===== src/rtl/seq_det_sched.sv =====
// rtl/seq_det_sched.sv - word-to-serial sequencer with overlapping Mealy pattern detector
module seq_det_sched #(
  parameter int W    = 8,
  parameter int PLEN = 4,
  parameter int CW   = 8
) (
  input  logic            CLK,
  input  logic            RST_N,
  input  logic            CFG_WE,
  input  logic [PLEN-1:0] CFG_PAT,
  input  logic [CW-1:0]   CFG_THR,
  input  logic            IN_VALID,
  input  logic [W-1:0]    IN_DATA,
  output logic            IN_READY,
  output logic            BIT_OUT,
  output logic            BIT_VALID,
  output logic            MATCH,
  output logic [CW-1:0]   MATCH_CNT,
  output logic            IRQ,
  input  logic            CLR_IRQ,
  output logic            BUSY
);

  localparam int CNTW = $clog2(W);
  localparam int HLW  = $clog2(PLEN);
  localparam logic [CNTW-1:0] CNT_LAST = CNTW'(W - 1);
  localparam logic [HLW-1:0]  HLEN_MAX = HLW'(PLEN - 1);
  localparam logic [CW-1:0]   CNT_SAT  = '1;

  typedef enum logic {S_IDLE, S_SHIFT} state_t;

  state_t          state_q, state_d;
  logic [W-1:0]    sr_q, sr_d;
  logic [CNTW-1:0] cnt_q, cnt_d;
  logic [PLEN-1:0] pat_q;
  logic [CW-1:0]   thr_q;
  logic [PLEN-2:0] hist_q;
  logic [HLW-1:0]  hlen_q;
  logic [CW-1:0]   mcnt_q;
  logic            irq_q;

  logic            accept;
  logic            cfg_ok;
  logic [PLEN-1:0] hist_cat;
  logic [CW-1:0]   mcnt_inc;
  logic            cnt_hit;

  always_ff @(posedge CLK or negedge RST_N) begin
    if (!RST_N) state_q <= S_IDLE;
    else        state_q <= state_d;
  end

  always_comb begin
    state_d = state_q;
    sr_d    = sr_q;
    cnt_d   = cnt_q;
    case (state_q)
      S_IDLE: begin
        if (accept) begin
          state_d = S_SHIFT;
          sr_d    = IN_DATA;
          cnt_d   = CNT_LAST;
        end
      end
      S_SHIFT: begin
        sr_d = {sr_q[W-2:0], 1'b0};
        if (cnt_q != '0) begin
          cnt_d = cnt_q - CNTW'(1);
        end else if (accept) begin
          sr_d  = IN_DATA;
          cnt_d = CNT_LAST;
        end else begin
          state_d = S_IDLE;
        end
      end
      default: state_d = S_IDLE;
    endcase
  end

  always_comb begin
    IN_READY  = 1'b1;
    BIT_VALID = 1'b0;
    BIT_OUT   = 1'b0;
    BUSY      = 1'b0;
    if (state_q == S_SHIFT) begin
      IN_READY  = (cnt_q == '0);
      BIT_VALID = 1'b1;
      BIT_OUT   = sr_q[W-1];
      BUSY      = 1'b1;
    end
  end

  assign accept    = IN_VALID & IN_READY;
  assign cfg_ok    = CFG_WE & (state_q == S_IDLE);
  assign hist_cat  = {hist_q, BIT_OUT};
  assign MATCH     = BIT_VALID & (hlen_q == HLEN_MAX) & (hist_cat == pat_q);
  assign mcnt_inc  = mcnt_q + CW'(1);
  // A saturated counter neither advances nor can re-trigger the interrupt.
  assign cnt_hit   = MATCH & (mcnt_q != CNT_SAT);
  assign MATCH_CNT = mcnt_q;
  assign IRQ       = irq_q;

  always_ff @(posedge CLK or negedge RST_N) begin
    if (!RST_N) begin
      sr_q   <= '0;
      cnt_q  <= '0;
      pat_q  <= '0;
      thr_q  <= '0;
      hist_q <= '0;
      hlen_q <= '0;
      mcnt_q <= '0;
      irq_q  <= 1'b0;
    end else begin
      sr_q  <= sr_d;
      cnt_q <= cnt_d;
      if (cfg_ok) begin
        pat_q  <= CFG_PAT;
        thr_q  <= CFG_THR;
        hist_q <= '0;
        hlen_q <= '0;
        mcnt_q <= '0;
        irq_q  <= 1'b0;
      end else begin
        if (BIT_VALID) begin
          hist_q <= hist_cat[PLEN-2:0];
          if (hlen_q != HLEN_MAX) hlen_q <= hlen_q + HLW'(1);
        end
        if (cnt_hit) mcnt_q <= mcnt_inc;
        if (cnt_hit && (thr_q != '0) && (mcnt_inc == thr_q)) irq_q <= 1'b1;
        else if (CLR_IRQ)                                    irq_q <= 1'b0;
      end
    end
  end

endmodule


===== config.mk =====
export PLATFORM = sky130hd
export DESIGN_NAME = seq_det_sched
export DESIGN_NICKNAME = d
export VERILOG_FILES = /design/src/rtl/seq_det_sched.sv
export SDC_FILE = /design/constraint.sdc
export NUM_CORES = 1
export LEC_CHECK = 0
export CORE_MARGIN = 1.5
export CORE_UTILIZATION = 40
export DETAILED_ROUTE_END_ITERATION = 16
export SLEW_MARGIN = 15
export SYNTH_ARGS = -nofsm -noshare
export SYNTH_HDL_FRONTEND = slang
export SYNTH_SLANG_ARGS = --single-unit

===== constraint.sdc =====
create_clock -name CLK -period 2.2 [get_ports CLK]
set_clock_uncertainty 0.1 [all_clocks]
set_input_delay 0.44 -clock CLK [delete_from_list [all_inputs] [get_ports CLK]]
set_output_delay 0.44 -clock CLK [all_outputs]
set_load 0.02 [all_outputs]

==> flow_summary.json, run 1 <==
{
  "yosysWarningCount": 0,
  "synth.cell_area_um2": 2050,
  "yosys_most_used_dff": "dfrtp_1",
  "r2r-end": "MATCH_CNT[2]$_DFFE_PN0P_",
  "vias": 1644,
  "fill_cells": 473,
  "final-hold-violation-count": 0,
  "die_w_um": 74.6,
  "wl_per_cell_um": 12.8,
  "rsz0062_at_grt": "false",
  "worstReg2RegStart": "MATCH_CNT[0]$_DFFE_PN0P_",
  "nNetsFinal": 291,
  "start_util_pct": 42.5,
  "final.period_utilization_pct": 97.2,
  "worst_pin_slew_ps": 643,
  "htreeDepth": 2,
  "postLayoutCellArea_um2": 2620,
  "final-setup-viol-count": 0,
  "layout-drive-gt1-share_pct": 12.2,
  "synth_cells": 216,
  "clk_pin_slew_ps": 60,
  "placed_area_um2": 2540,
  "cts_buffer_depth": 2,
  "status": "finished clean",
  "path_max_fanout": 10,
  "yosysSeqAreaShare_pct": 46.4,
  "dieArea_um2": 5560,
  "cts_setup_buffers": 0,
  "grt_usage_pct": 17.8,
  "min_path_type": "reg -> reg",
  "min_to": "sr_q[6]$_DFFE_PN0P_",
  "worstHoldStart": "sr_q[5]$_DFFE_PN0P_",
  "worstPathArrival_ps": 1600,
  "dp_hpwl_mm": 3.11,
  "ys_seq_elements": 38,
  "n_antenna_cell": 0,
  "dr.pass1.iters": 4,
  "drc": 0,
  "async_flop_share_pct": 100,
  "synth_edf_count": 0,
  "numPortBuffers": 38,
  "final_util_pct": 54.4,
  "numCtsBuffers": 5,
  "synth_cell_type_count": 41,
  "postSynthAreaPerCell_um2": 9.49,
  "routabilityCongestion": 0.706,
  "max_slew_margin_pct": 57.1,
  "start_kind": "register",
  "cts.sinks": 38,
  "end_kind": "primary output",
  "fp-row-count": 25,
  "grt-ovfl-total": 0,
  "grt_pass1_wl_mm": 7.25,
  "drv_slew": 0,
  "synthTopCellsByArea": "dfrtp_1, nand2_1, xnor2_1",
  "max_freq_ghz": 0.468,
  "ioPinCount": 39,
  "yosys.area.top_type": "dfrtp_1",
  "drt_wl_total_mm": 4.22,
  "yosysTopAreaCellShare_pct": 46.4,
  "ant_nets": 0,
  "clock_latency_ps": 290,
  "drv_cap": 0,
  "crit_required_ps": 1660,
  "hold_path_depth": 2,
  "viasPerCell": 5.00,
  "antenna_found_initial": 0,
  "path_class": "reg -> out",
  "cellLeakagePower_nw": 1.14,
  "cts_tree": "yes",
  "ir_worst_vdd_uv": 631,
  "fin_tns_setup_ps": 0,
  "core_um2": 4820,
  "p_per_area_nw_per_um2": 1240,
  "syn_nets": 245,
  "grt_max_degree": 21,
  "fin_crit_ps": 2140,
  "die_h_um": 74.6,
  "grt_pass1_vias": 1577,
  "area_growth_pct": 27.8,
  "cts_root_buf": "clkbuf_8",
  "reg2reg_depth": 6,
  "dr.first_iter.drc_count": 49,
  "rrSetupSlack_ps": 270
}
cell usage after synthesis (3+ instances only):
cell type	instances
a22o_1	5
and2_1	4
buf_4	3
clkbuf_1	3
dfrtp_1	38
ha_1	4
inv_1	5
mux2_2	9
mux2i_1	3
nand2_1	47
nand2b_1	4
nand3_1	4
nand3b_1	4
nor2_1	22
nor3_1	4
o21ai_1	4
o22ai_1	8
xnor2_1	15
sequential cells by signal, indices dropped and copies added, names as in the netlist:
name       count
cnt_q          3
sr_q           8
pat_q          4
hlen_q         2
IRQ            1
state_q        1
hist_q         3
MATCH_CNT      8
thr_q          8
per-layer routing:
| layer | global-route usage, % | vias to the layer above | share of wire [%] |
|---|---|---|---|
| li1 | - | 828 | - |
| met1 | 23.0 | 776 | 49 |
| met2 | 27.2 | 32 | 44 |
| met3 | 5.69 | 8 | 4.3 |
| met4 | 8.28 | 0 | 2.3 |
| met5 | 0 | - | 0 |
area by class of cell:
class / instances / area (µm²) / area share [%]
Inverter: 5 / 18.8 / 0.717
Timing Repair Buffer: 50 / 472 / 18.0
Clock buffer: 7 / 76.3 / 2.91
Sequential cell: 38 / 951 / 36.3
Multi-Input combinational cell: 162 / 1020 / 38.8
Tap cell: 67 / 83.8 / 3.20
power breakdown:
| part | internal (mW) | switching, mW |
|---|---|---|
| registers | 1.00 | 0.277 |
| logic | 0.790 | 0.713 |
| clock network | 0.218 | 0.233 |
worst max-delay path by stage:
| stage | startpoint | to | slack (ps) | cells past startpoint |
|---|---|---|---|---|
| after global placement | hlen_q[0]$_DFFE_PN0P_ | MATCH | 130 | 5 |
| after global routing | state_q$_DFF_PN0_ | BIT_OUT | 0.7 | 3 |
| after detailed placement | hlen_q[0]$_DFFE_PN0P_ | MATCH | 110 | 5 |
| after CTS | state_q$_DFF_PN0_ | BIT_OUT | 30 | 3 |
| final | state_q$_DFF_PN0_ | BIT_OUT | 60 | 3 |
| after floorplan | MATCH_CNT[0]$_DFFE_PN0P_ | MATCH_CNT[3]$_DFFE_PN0P_ | 320 | 7 |
critical path, stage by stage, from the launching register on:
cell	delay [ps]
dfrtp_1	340
buf_4	170
and2_1	180
clkdlybuf4s50_1	610
through the flow:
step,hold WS (ps),setup slack [ps],std cells,power [mW]
floorplan,44.4,322,216,2.32
global placement,320,131,321,2.80
detailed placement,318,114,321,2.82
CTS,406,31.4,329,3.28
global route,442,0.746,329,3.52
finish,398,61.4,329,3.24
logic make-up after synthesis:
kind of cell,Yosys count,synth area share (%)
xor+xnor,17,7.27
simple gates,96,20.8
compound gates,30,10.3
mux,15,8.79
fa+ha+maj,4,2.44
buf+inv,16,3.97
flops,38,46.4
placed cells by master (no fill, tap or decap), types with 2 or more instances in the layout:
master / Yosys / final
a21o_1: 2 / 2
a21oi_1: 2 / 2
a22o_1: 5 / 5
and2_1: 4 / 4
buf_4: 3 / 10
clkbuf_1: 3 / 2
clkbuf_8: 0 / 5
clkdlybuf4s50_1: 0 / 33
dfrtp_1: 38 / 38
dlygate4sd2_1: 0 / 3
ha_1: 4 / 4
inv_1: 5 / 5
mux2_2: 9 / 9
mux2i_1: 3 / 3
nand2_1: 47 / 47
nand2b_1: 4 / 4
nand3_1: 4 / 4
nand3b_1: 4 / 4
nor2_1: 22 / 22
nor3_1: 4 / 4
o211ai_1: 2 / 2
o21ai_0: 2 / 2
o21ai_1: 4 / 4
o22ai_1: 8 / 8
xnor2_1: 15 / 15
xor2_1: 2 / 2
what timing repair did:
item                                   in CTS  in global routing
hold buffers                                1                  0
setup endpoints to repair                   4                  1
endpoints found under the hold margin      11                  0
cloned                                      0                  0
resized for setup                           4                  2
Note: power is estimated with default switching activity, not from simulation.
==> run 2: changes to the inputs <==
--- a/config.mk
+++ b/config.mk
@@ -5,6 +5,7 @@
 export SDC_FILE = /design/constraint.sdc
 export NUM_CORES = 1
 export LEC_CHECK = 0
+export CAP_MARGIN = 20
 export CORE_MARGIN = 1.5
 export CORE_UTILIZATION = 40
 export DETAILED_ROUTE_END_ITERATION = 16
==> results of run 2 <==
Same layout as run 1: the final DEF is identical, and so are final timing and power.
